File: config.mk
export PLATFORM = sky130hd
export DESIGN_NAME = stopwatch_core
export DESIGN_NICKNAME = d
export VERILOG_FILES = /design/src/rtl/stopwatch_core.sv
export SDC_FILE = /design/constraint.sdc
export NUM_CORES = 1
export LEC_CHECK = 0
export ABC_CLOCK_PERIOD_IN_PS = 3600
export BUFFER_PORTS_ARGS = -buffer_cell sky130_fd_sc_hd__buf_2
export CORE_ASPECT_RATIO = 0.75
export CORE_UTILIZATION = 25
export CTS_CLUSTER_DIAMETER = 120
export DETAILED_ROUTE_END_ITERATION = 8
export SKIP_LAST_GASP = 1
export SLEW_MARGIN = 40
export SYNTH_ARGS = -nofsm -noshare
export SYNTH_HDL_FRONTEND = slang
export SYNTH_SLANG_ARGS = --single-unit
File: constraint.sdc
create_clock -name clk -period 3.6 [get_ports clk]
set_input_delay 0.72 -clock clk [delete_from_list [all_inputs] [get_ports clk]]
set_output_delay 0.72 -clock clk [all_outputs]
set_load 0.05 [all_outputs]
File: src/rtl/stopwatch_core.sv
// ---------------------------------------------------------------------------
// stopwatch_core
//   Time base and BCD counting engine for the stopwatch. Two raw push-buttons
//   are synchronised, debounced and edge-detected into start/stop and clear
//   events that drive an IDLE/RUN/PAUSE state machine. In RUN a prescaler
//   divides the clock down to centisecond ticks, and each tick advances the
//   packed BCD time word MM:SS.cc.
//
// Parameters
//   CLK_HZ          input clock frequency
//   TICK_HZ         count rate; DIV = CLK_HZ/TICK_HZ must be an integer >= 2
//   DEBOUNCE_CYCLES consecutive stable cycles needed to accept a key change
//
// Ports
//   clk          in   system clock
//   rst_n        in   synchronous active-low reset
//   key_start_n  in   raw start/stop key, asynchronous, low = pressed
//   key_clear_n  in   raw clear key, asynchronous, low = pressed
//   data[23:0]   out  BCD time {min tens, min units, sec tens, sec units,
//                     cs tens, cs units}, registered
//   running      out  high while in RUN, registered
//   tick         out  one-cycle pulse on every count increment, registered
// ---------------------------------------------------------------------------
module stopwatch_core #(
    parameter int CLK_HZ          = 50_000_000,
    parameter int TICK_HZ         = 100,
    parameter int DEBOUNCE_CYCLES = 500_000
) (
    input  logic        clk,
    input  logic        rst_n,
    input  logic        key_start_n,
    input  logic        key_clear_n,
    output logic [23:0] data,
    output logic        running,
    output logic        tick
);

    localparam int DIV = CLK_HZ / TICK_HZ;
    localparam int PW  = $clog2(DIV);
    localparam int DW  = $clog2(DEBOUNCE_CYCLES + 1);

    localparam logic [PW-1:0] PRESC_LAST = PW'(DIV - 1);
    localparam logic [DW-1:0] DEB_LAST   = DW'(DEBOUNCE_CYCLES - 1);

    typedef enum logic [1:0] {
        ST_IDLE  = 2'd0,
        ST_RUN   = 2'd1,
        ST_PAUSE = 2'd2
    } state_t;

    // Increment a packed BCD time word by one centisecond. Digits at or above
    // their limit roll to zero and carry, so a corrupted digit self-heals
    // instead of ever counting into a non-BCD code.
    function automatic logic [23:0] bcd_inc(input logic [23:0] t);
        logic [23:0] r;
        logic        carry;
        logic [3:0]  lim;
        r     = t;
        carry = 1'b1;
        for (int i = 0; i < 6; i++) begin
            lim = ((i == 3) || (i == 5)) ? 4'd5 : 4'd9;
            if (carry) begin
                if (r[i*4 +: 4] >= lim) begin
                    r[i*4 +: 4] = 4'd0;
                end else begin
                    r[i*4 +: 4] = r[i*4 +: 4] + 4'd1;
                    carry       = 1'b0;
                end
            end
        end
        return r;
    endfunction

    // ------------------------------------------------------------------
    // Key path: index 0 = start/stop, index 1 = clear
    // ------------------------------------------------------------------
    logic [1:0] key_raw_s;
    logic [1:0] press_s;

    assign key_raw_s = {key_clear_n, key_start_n};

    for (genvar gi = 0; gi < 2; gi++) begin : g_key
        logic          sync1_r;
        logic          sync2_r;
        logic          deb_r;
        logic          deb_d_r;
        logic [DW-1:0] cnt_r;

        // Synchroniser, debounce counter and debounced-level history.
        // Reset parks everything at "released" so no event follows reset.
        always_ff @(posedge clk) begin
            if (!rst_n) begin
                sync1_r <= 1'b1;
                sync2_r <= 1'b1;
                deb_r   <= 1'b1;
                deb_d_r <= 1'b1;
                cnt_r   <= '0;
            end else begin
                sync1_r <= key_raw_s[gi];
                sync2_r <= sync1_r;
                deb_d_r <= deb_r;
                if (sync2_r != deb_r) begin
                    // The level must differ on DEBOUNCE_CYCLES consecutive
                    // samples; the last of them flips the debounced level.
                    if (cnt_r == DEB_LAST) begin
                        deb_r <= sync2_r;
                        cnt_r <= '0;
                    end else begin
                        cnt_r <= cnt_r + DW'(1);
                    end
                end else begin
                    cnt_r <= '0;
                end
            end
        end

        // Press = debounced 1->0; release produces nothing.
        assign press_s[gi] = deb_d_r & ~deb_r;
    end

    logic start_ev_s;
    logic clear_ev_s;

    assign start_ev_s = press_s[0];
    assign clear_ev_s = press_s[1];

    // ------------------------------------------------------------------
    // Control state, prescaler and time word
    // ------------------------------------------------------------------
    state_t        state_r;
    state_t        state_s;
    logic [PW-1:0] presc_r;
    logic [PW-1:0] presc_s;
    logic [23:0]   time_r;
    logic [23:0]   time_s;
    logic          running_r;
    logic          tick_r;
    logic          tick_s;

    // Next-state logic. In PAUSE clear beats start; elsewhere clear is ignored.
    always_comb begin
        state_s = state_r;
        case (state_r)
            ST_IDLE: begin
                if (start_ev_s) begin
                    state_s = ST_RUN;
                end else begin
                    state_s = ST_IDLE;
                end
            end
            ST_RUN: begin
                if (start_ev_s) begin
                    state_s = ST_PAUSE;
                end else begin
                    state_s = ST_RUN;
                end
            end
            ST_PAUSE: begin
                if (clear_ev_s) begin
                    state_s = ST_IDLE;
                end else if (start_ev_s) begin
                    state_s = ST_RUN;
                end else begin
                    state_s = ST_PAUSE;
                end
            end
            default: begin
                state_s = ST_IDLE;
            end
        endcase
    end

    // Datapath next values. The prescaler and time word follow the current
    // state, so the edge that leaves RUN still counts and may still tick.
    always_comb begin
        presc_s = presc_r;
        time_s  = time_r;
        tick_s  = 1'b0;
        case (state_r)
            ST_IDLE: begin
                presc_s = '0;
                time_s  = 24'h00_0000;
            end
            ST_RUN: begin
                if (presc_r == PRESC_LAST) begin
                    presc_s = '0;
                    tick_s  = 1'b1;
                    time_s  = bcd_inc(time_r);
                end else begin
                    presc_s = presc_r + PW'(1);
                end
            end
            ST_PAUSE: begin
                if (clear_ev_s) begin
                    presc_s = '0;
                    time_s  = 24'h00_0000;
                end else begin
                    presc_s = presc_r;
                    time_s  = time_r;
                end
            end
            default: begin
                presc_s = '0;
                time_s  = 24'h00_0000;
            end
        endcase
    end

    // State, datapath and output registers. running is derived from the next
    // state so it changes on the same edge as the state itself.
    always_ff @(posedge clk) begin
        if (!rst_n) begin
            state_r   <= ST_IDLE;
            presc_r   <= '0;
            time_r    <= 24'h00_0000;
            running_r <= 1'b0;
            tick_r    <= 1'b0;
        end else begin
            state_r   <= state_s;
            presc_r   <= presc_s;
            time_r    <= time_s;
            running_r <= (state_s == ST_RUN);
            tick_r    <= tick_s;
        end
    end

    assign data    = time_r;
    assign running = running_r;
    assign tick    = tick_r;

endmodule

==> results of run 1 <==
power by group:
part	switching, mW	internal (mW)	leakage [nW]
sequential	0.00134	1.03	0.750
combinational	0.0122	0.00582	0.938
clock	0.410	0.562	0.145
total	0.423	1.60	1.83
worst paths after layout:
path                          from                to  slack [ns]  cells past startpoint
hold / removal    g_key[0].sync1_r  g_key[0].sync2_r        0.40                      1
setup reg to reg           data[8]          data[22]        1.28                      7
hold reg to reg   g_key[0].sync1_r  g_key[0].sync2_r        0.40                      1
setup / recovery           data[8]          data[22]        1.28                      7
kinds of logic after synthesis:
family / share of synthesized area
compound gates: 0.1072
xor+xnor: 0.09058
fa+ha+maj: 0.05907
buf+inv: 0.02841
flops: 0.4186
mux: 0.004501
simple gates: 0.2917
layer usage:
metal  track usage  vias up
met5             0        -
met4       0.03922        0
li1              -     1830
met2        0.1342       56
met3       0.03387        6
met1        0.1586     1570
sequential cells by signal, summed over array words and instances (netlist names):
register,count
g_key.deb_d_r,2
state_r,2
g_key.sync2_r,2
running,1
data,24
presc_r,19
g_key.cnt_r,38
g_key.deb_r,2
g_key.sync1_r,2
tick,1
area by class of cell:
type / instances / area [um^2] / share of cell area
tap: 236 / 295.3 / 0.05720
multi-input combinational: 385 / 2460 / 0.4765
clock inverter: 6 / 71.32 / 0.01381
sequential: 93 / 1862 / 0.3606
timing repair buffer: 31 / 160.2 / 0.03102
inverter: 20 / 75.07 / 0.01454
clock buffer: 10 / 239.0 / 0.04629
worst register-to-register path, cell delays in order, from the launching register on:
cell and delay [ns]:
dfxtp_1 0.42, inv_1 0.08, ha_1 0.19, or3b_2 0.22, nand2_1 0.09, nor4_1 0.59, nand2_1 0.26, o41ai_1 0.36
layout by cell type (no fill, tap or decap), drive strengths merged, types with 2 or more instances in the layout:
cell type  Yosys  routed
nor2          70      70
o22ai          2       2
or2            3       3
clkinv         0       2
a21boi         3       3
ha            21      21
xor2          30      30
or3b           5       5
nor4b          4       4
dfxtp         93      93
o211ai         2       2
and4           5       5
clkbuf         5      10
buf            6      31
nand3         40      40
a21oi         14      14
inv           20      21
nand2         48      48
o2bb2ai        2       2
nor3b          2       2
o41ai          4       4
nand3b         5       5
and2           4       4
xnor2         16      16
nor3           8       8
and3          10      10
or3            3       3
nor4           4       4
o31ai          7       7
o21a           2       2
nand2b        15      15
mux2i          2       2
o21ai         24      24
clkinvlp       0       2
nor2b          7       7
a31oi          5       5
a211oi         2       2
nand4          9       9
stage by stage:
stage	setup WS [ns]	hold slack, ns	power (mW)
floorplan	1.235	0.3863	1.069
global placement	1.355	0.3904	1.075
detailed placement	1.332	0.3933	1.075
CTS	1.265	0.4097	2.057
global route	0.9870	0.4247	2.099
finish	1.278	0.4044	2.022
cell usage after synthesis (5+ instances only):
cell type and n:
a21oi_1 13, a31oi_1 5, and3_1 9, buf_2 5, clkbuf_1 5, dfxtp_1 93
ha_1 21, inv_1 20, nand2_1 47, nand2b_1 15, nand3_1 39, nand3b_1 5
nand4_1 7, nor2_1 69, nor2b_1 7, nor3_1 7, o21ai_0 21, o31ai_1 6
xnor2_1 16, xor2_1 30
==> impl_metrics.ini, run 1 <==
[global_route]
grt_pass1_wl_um = 15610
antenna_found_initial = 0
grt-ovfl-total = 0
groute.usage.overall = 0.1051
grt_pass1_vias = 3208
grt_max_degree = 34

[timing]
tightest_slew_ns = 0.7347
finalCritPeriodShare = 0.6450
setup_violations = 0
drv_slew = 0
rsz0062_at_grt = no
skew_ns = 0.01038
maxSlewHeadroom = 0.5087
hold_violations = 0
finalCriticalPeriod_ns = 2.322
fin_setup_tns_ns = 0
max_freq_ghz = 0.4306

[synth]
synth_edf_count = 0
ys_async_sr_fraction = 0
synth_nets = 534
synth_seq_area_share = 0.4186
synth_warnings = 0
avgSynthCellArea_um2 = 8.739
synth_area_leaders = dfxtp_1, ha_1, xor2_1, nor2_1, nand3_1
synth_top_cell_by_area = dfxtp_1
yosys.cell_types.count = 59
yosysTopAreaCellShare = 0.4186
synthCells = 509
syn_area_um2 = 4448
ys_seq_elements = 93
synthFlopType = dfxtp_1

[critical_path]
worst_setup_path_start_kind = flip-flop
arrival_ns = 2.56
crit_chain = inv_1, ha_1, or3b_2, nand2_1, nor4_1, nand2_1, o41ai_1
endpoint_kind = flip-flop
slowest_delay_ns = 0.59
critPathMaxFanout = 6
cp.buffers_inverters = 1
critPathSlowestCell = nor4_1
critPathKind = reg -> reg
cp_data_required_time_ns = 3.84
crit_top_cell = nand2_1
critPathTopFamily = simple AND/OR/NAND/NOR gates

[clock_tree]
cts_buffers = 9
cts_tree = yes
ctsHoldBuffers = 0
clkTransAtPathRegs_ns = 0.07
cts-resized-gates = 0
cts_sinks = 93
cts-root-buf = clkbuf_16
insertion_delay_ns = 0.34
post_cts_buffers = 0
cts_buffer_depth = 2
cts_max_level = 3

[place]
port_buffers = 29
dpl_cell_area_um2 = 4852
place.gp.congestion = 0.7548
dpl.hpwl_um = 6359
dp.cells = 765

[detailed_routing]
routed-wl-met3_um = 425
drc = 0
dr_total_vias = 3462
first_iter_violations = 154
top_layer = met4
met2_length_um = 3346
vias_per_cell = 4.433
firstDrtPassIters = 5
routed_wl_um = 8798
wl_met1_um = 4927
wl_per_cell_um = 11.27
antenna_left = 0

[floorplan]
die_w_um = 156.0
io_pins = 30
die_y_um = 117.5
die_area_um2 = 18330
rows = 41
core_area_um2 = 17130
start_util = 0.2596

[power_and_ir_drop]
cellPowerDensity_nw_per_um2 = 391.7
p_leak_nw = 1.833
irDropWorstVdd_mv = 0.1780

[layout]
design_area_um2 = 5162
final_core_util = 0.3013
drive_above_1_share = 0.1229
instances_no_fill = 781
insertedDiodeCount = 0
num-nets-final = 565
num-fill-cells = 1829
areaGrowthSynthToFinish_pct = 16.06

[job]
maxCapViolCount = 0

[status]
status = complete, no violations

[min_path]
hp-class = reg -> reg
Power figures use the tool's default switching activity.
==> inputs of run 2 (changes only) <==
- ABC_AREA: unset -> 1
- ABC_CLOCK_PERIOD_IN_PS: 3600 -> 2200
- clock period: 3.6 -> 2.2 ns (I/O delays scaled with it)
==> run 2 against run 1 <==
  * Clock power increased by 56%
  * Clock skew is 0.0051 ns lower
  * Critical path depth increased by 1
  * Cell count rose by 29%
  * Register-to-register slack lost 1.0 ns
  * Routed wire length rose by 20%
  * Worst setup slack worse by 1.0 ns
  * Sequential share of layout area decreased by 3.4 points
  * Critical path type unchanged
  * Largest power group unchanged
==> impl_metrics.ini, run 2 <==
[synth]
synthFlopType = dfxtp_1
synthCells = 717
yosys.cell_types.count = 38
synth_top_cell_by_area = dfxtp_1
ys_async_sr_fraction = 0
synth_nets = 742
synth.most_common_cell = nand2_1
avgSynthCellArea_um2 = 6.963
syn_area_um2 = 4992
synthTopCellsByCount = nand2_1, nor2_1, inv_1
yosysTopAreaCellShare = 0.3729
synth_edf_count = 0
synth_seq_area_share = 0.3729
synth_warnings = 0
ys_seq_elements = 93
synth_area_leaders = dfxtp_1, nand2_1, nor2_1, inv_1, ha_1

[global_route]
grt_pass1_wl_um = 18540
grt_max_degree = 20
grt_pass1_vias = 3937
groute.usage.overall = 0.1113
grt-ovfl-total = 0
antenna_found_initial = 0

[layout]
layout_commonest_cell = nand2_1
final_core_util = 0.2933
drive_above_1_share = 0.1088
areaGrowthSynthToFinish_pct = 14.16
multi_input_area_um2 = 2633
largest_reg_flops = 38
design_area_um2 = 5699
top_register = g_key.cnt_r
final_cell_mix = nand2_1, nor2_1, inv_1, dfxtp_1, nand3_1
insertedDiodeCount = 0
register_area_um2 = 1862
num-nets-final = 776
num-fill-cells = 2128

[timing]
rsz0062_at_grt = no
finalCriticalPeriod_ns = 1.933
drv_slew = 0
tightest_slew_ns = 0.4784
hold_violations = 0
finalCritPeriodShare = 0.8785
maxSlewHeadroom = 0.6803
skew_ns = 0.005252
setup_violations = 0
fin_setup_tns_ns = 0
max_freq_ghz = 0.5174

[power_and_ir_drop]
cellPowerDensity_nw_per_um2 = 567.7
intPower_mw = 2.575
pwr-share-clk = 0.466
seqPwrFrac = 0.523
irDropWorstVdd_mv = 0.3845
finalPower_mw = 3.235
switching_power_mw = 0.6606
p_leak_nw = 2.392
combPwrFrac = 0.012
swShare = 0.2042

[place]
port_buffers = 29
dpl.hpwl_um = 7715
place.gp.congestion = 0.7759
dpl_cell_area_um2 = 5414

[clock_tree]
clkTransAtPathRegs_ns = 0.06
post_cts_buffers = 0
cts_max_level = 3
cts_tree = yes
cts_buffers = 9
insertion_delay_ns = 0.35
cts_buffer_depth = 2
cts-resized-gates = 0
cts_sinks = 93
ctsHoldBuffers = 0
cts-root-buf = clkbuf_16

[detailed_routing]
wl_per_cell_um = 10.48
routed_wl_um = 10550
first_iter_violations = 192
routed-wl-met3_um = 499
firstDrtPassIters = 6
dr_total_vias = 4372
drc = 0
wl_met1_um = 5895
top_layer = met4
met2_length_um = 4068
vias_per_cell = 4.342
antenna_left = 0

[floorplan]
die_area_um2 = 20540
io_pins = 30
start_util = 0.2569
die_w_um = 165.2
die_y_um = 124.4
core_area_um2 = 19430
rows = 44

[job]
maxCapViolCount = 0

[critical_path]
cp_data_required_time_ns = 2.43
arrival_ns = 2.16
endpoint_kind = flip-flop
critPathSlowestCell = dfxtp_1
slowest_delay_ns = 0.35
critPathMaxFanout = 16
crit_top_cell = nand2_1
critPathKind = reg -> reg
worst_setup_path_start_kind = flip-flop
crit_chain = ha_1, nand2_1, inv_1, nand2_1, nor3_1, nand2_1, nand2_2, nor3_1

[status]
status = complete, no violations

[min_path]
hp-class = in -> reg
[run 2: cell types whose count changed after synthesis, moves of 15 or more]
cell / delta
a21oi_1: +18
inv_1: +81
nand2_1: +107
nand2b_1: -15
nand4_1: +21
nor2_1: +43
nor3_1: +19
[run 2: worst paths after layout]
path	start	endpoint	slack [ns]	cells past startpoint
setup / recovery	g_key[0].cnt_r[0]	g_key[0].cnt_r[14]	0.27	8
hold / removal	key_start_n	g_key[0].sync1_r	0.28	2
setup reg to reg	g_key[0].cnt_r[0]	g_key[0].cnt_r[14]	0.27	8
hold reg to reg	g_key[0].sync1_r	g_key[0].sync2_r	0.42	1
[run 2: per-layer routing]
metal | global-route usage | vias up
met5 | 0 | -
met4 | 0.02321 | 0
met3 | 0.03630 | 9
met2 | 0.1541 | 69
met1 | 0.1642 | 1946
li1 | - | 2348
[run 2: cells by family after synthesis]
logic type	share of synthesized area
compound gates	0.05313
xor+xnor	0.05088
fa+ha+maj	0.05263
buf+inv	0.09975
flops	0.3729
simple gates	0.3707
[run 2: critical path, delay by kind of cell (launching register included)]
| kind | cells | cell delay, ns |
|---|---|---|
| buffers and inverters | 1 | 0.08 |
| adder cells (fa/ha/maj) | 1 | 0.23 |
| flip-flops | 1 | 0.35 |
| AND/OR/NAND/NOR | 6 | 1.15 |
[run 2: layout make-up]
cell class,instances,area share
Clock buffer,13,0.04918
Clock inverter,1,0.0008782
Inverter,104,0.06850
Multi-Input combinational cell,505,0.4619
Sequential cell,93,0.3267
Tap cell,253,0.05554
Timing Repair Buffer,38,0.03732
[run 2: stage by stage]
stage	std cells	hold WS, ns	setup WS (ns)
final	1007	0.2763	0.2673
after global routing	1007	0.2589	0.004809
after CTS	1007	0.2606	0.2463
after detailed placement	993	0.3982	0.2629
after global placement	993	0.3983	0.2760
after floorplan	717	0.3925	0.3078
[run 2: power groups by stage]
stage / Sequential (mW) / Clock, mW / Combinational (mW)
CTS: 1.69 / 1.55 / 0.0382
global placement: 1.73 / 0 / 0.0387
global route: 1.69 / 1.62 / 0.0420
detailed placement: 1.73 / 0 / 0.0384
floorplan: 1.73 / 0 / 0.0237
finish: 1.69 / 1.51 / 0.0374
==> inputs of run 3 (changes only) <==
- MAX_ROUTING_LAYER: unset -> met4
==> run 3 against run 2 <==
  * Global-route usage up 0.33 points
  * Combinational power about the same
  * Power shrank 0.18%
  * Sequential power is essentially flat
  * Cell count is the same
  * Routed wire length is essentially flat
  * Critical path depth unchanged
  * Flip-flop and latch count unchanged
  * Clock power hardly changed
  * Non-clock buffer count unchanged
  * Via count down 0.23%
  * Maximum frequency about the same
==> impl_metrics.ini, run 3 (synthesized netlist as in run 2, its figures left out) <==
[place]
dpl_cell_area_um2 = 5414
port_buffers = 29
place.gp.congestion = 0.7864
pre_cts_ws_ns = 0.2629
dpl.hpwl_um = 7715

[detailed_routing]
drc = 0
vias_per_cell = 4.332
dr_total_vias = 4362
firstDrtPassIters = 5
wl_per_cell_um = 10.48
antenna_left = 0
routed_wl_um = 10560
first_iter_violations = 192

[critical_path]
arrival_ns = 2.16
crit_top_cell = nand2_1
rrSetupSlack_ns = 0.27
worst_setup_path_start_kind = flip-flop
slowest_delay_ns = 0.35
critPathTopFamily = simple AND/OR/NAND/NOR gates
cp.buffers_inverters = 1
cp_data_required_time_ns = 2.43
critPathKind = reg -> reg
endpoint_kind = flip-flop
critPathMaxFanout = 16
critPathSlowestCell = dfxtp_1
crit_chain = ha_1, nand2_1, inv_1, nand2_1, nor3_1, nand2_1, nand2_2, nor3_1

[layout]
largest_reg_flops = 38
top_register = g_key.cnt_r
num-nets-final = 776
areaGrowthSynthToFinish_pct = 14.16
drive_above_1_share = 0.1088
layout_commonest_cell = nand2_1
final_cell_mix = nand2_1, nor2_1, inv_1, dfxtp_1, nand3_1
insertedDiodeCount = 0
design_area_um2 = 5699
final_core_util = 0.2933

[global_route]
groute.usage.overall = 0.1146
antenna_found_initial = 0
grt_pass1_vias = 3934
grt-ovfl-total = 0
grt_pass1_wl_um = 18570
grt_max_degree = 20

[power_and_ir_drop]
p_leak_nw = 2.392
irDropWorstVdd_mv = 0.3799
cellPowerDensity_nw_per_um2 = 566.6

[clock_tree]
clkTransAtPathRegs_ns = 0.06
insertion_delay_ns = 0.35
cts_sinks = 93
cts_max_level = 3
ctsHoldBuffers = 0
cts-resized-gates = 0
cts_buffer_depth = 2
post_cts_buffers = 0
cts_tree = yes
cts_buffers = 9
cts-root-buf = clkbuf_16

[min_path]
hp-class = in -> reg

[timing]
fin_setup_tns_ns = 0
drv_slew = 0
maxSlewHeadroom = 0.6843
hold_violations = 0
skew_ns = 0.004109
setup_violations = 0
finalCriticalPeriod_ns = 1.933
finalCritPeriodShare = 0.8787
tightest_slew_ns = 0.4725
max_freq_ghz = 0.5173
timing.final.ws_setup_ns = 0.2669
rsz0062_at_grt = no

[floorplan]
start_util = 0.2569
die_y_um = 124.4
io_pins = 30
die_area_um2 = 20540
core_area_um2 = 19430
die_w_um = 165.2
rows = 44

[status]
status = complete, no violations

[job]
maxCapViolCount = 0
## run 3: cell counts in the layout (fill, tap and decap cells not counted)
Identical to the previous run, type by type.
## run 3: power breakdown
group          internal (mW)  switching [mW]  leakage (nW)
clock                  0.875           0.626         0.144
combinational         0.0114          0.0259          1.50
sequential              1.69         0.00268         0.750
## run 3: per-layer routing
layer	vias up	track usage	wire [um]
met5	-	-	0
met4	0	0.02321	65
met3	6	0.03630	481
met2	66	0.1536	4087
met1	1943	0.1650	5920
li1	2347	-	-
## run 3: cell type report
cell class	instances	area [um^2]
Sequential cell	93	1862
Fill cell	2128	13730
Multi-Input combinational cell	505	2633
Inverter	104	390.4
Clock inverter	1	5.005
Clock buffer	13	280.3
Timing Repair Buffer	38	212.7
Tap cell	253	316.6
## run 3: final timing paths
kind	cells after the start	to	start
min reg2reg	1	g_key[0].sync2_r	g_key[0].sync1_r
max	8	g_key[0].cnt_r[14]	g_key[0].cnt_r[0]
min	2	g_key[0].sync1_r	key_start_n
max reg2reg	8	g_key[0].cnt_r[14]	g_key[0].cnt_r[0]
## run 3: stage by stage
stage | std cells | power (mW) | hold WS (ns)
2_1_floorplan | 717 | 1.751 | 0.3925
3_3_place_gp | 993 | 1.767 | 0.3983
3_5_place_dp | 993 | 1.767 | 0.3982
4_1_cts | 1007 | 3.280 | 0.2606
5_1_grt | 1007 | 3.355 | 0.2589
6_report | 1007 | 3.229 | 0.2784
## run 3: worst register-to-register path, stage by stage, from the launching register on
cell and delay (ns):
dfxtp_1 0.35, ha_1 0.23, nand2_1 0.10, inv_1 0.08, nand2_1 0.10, nor3_1 0.34, nand2_1 0.21, nand2_2 0.31
nor3_1 0.09
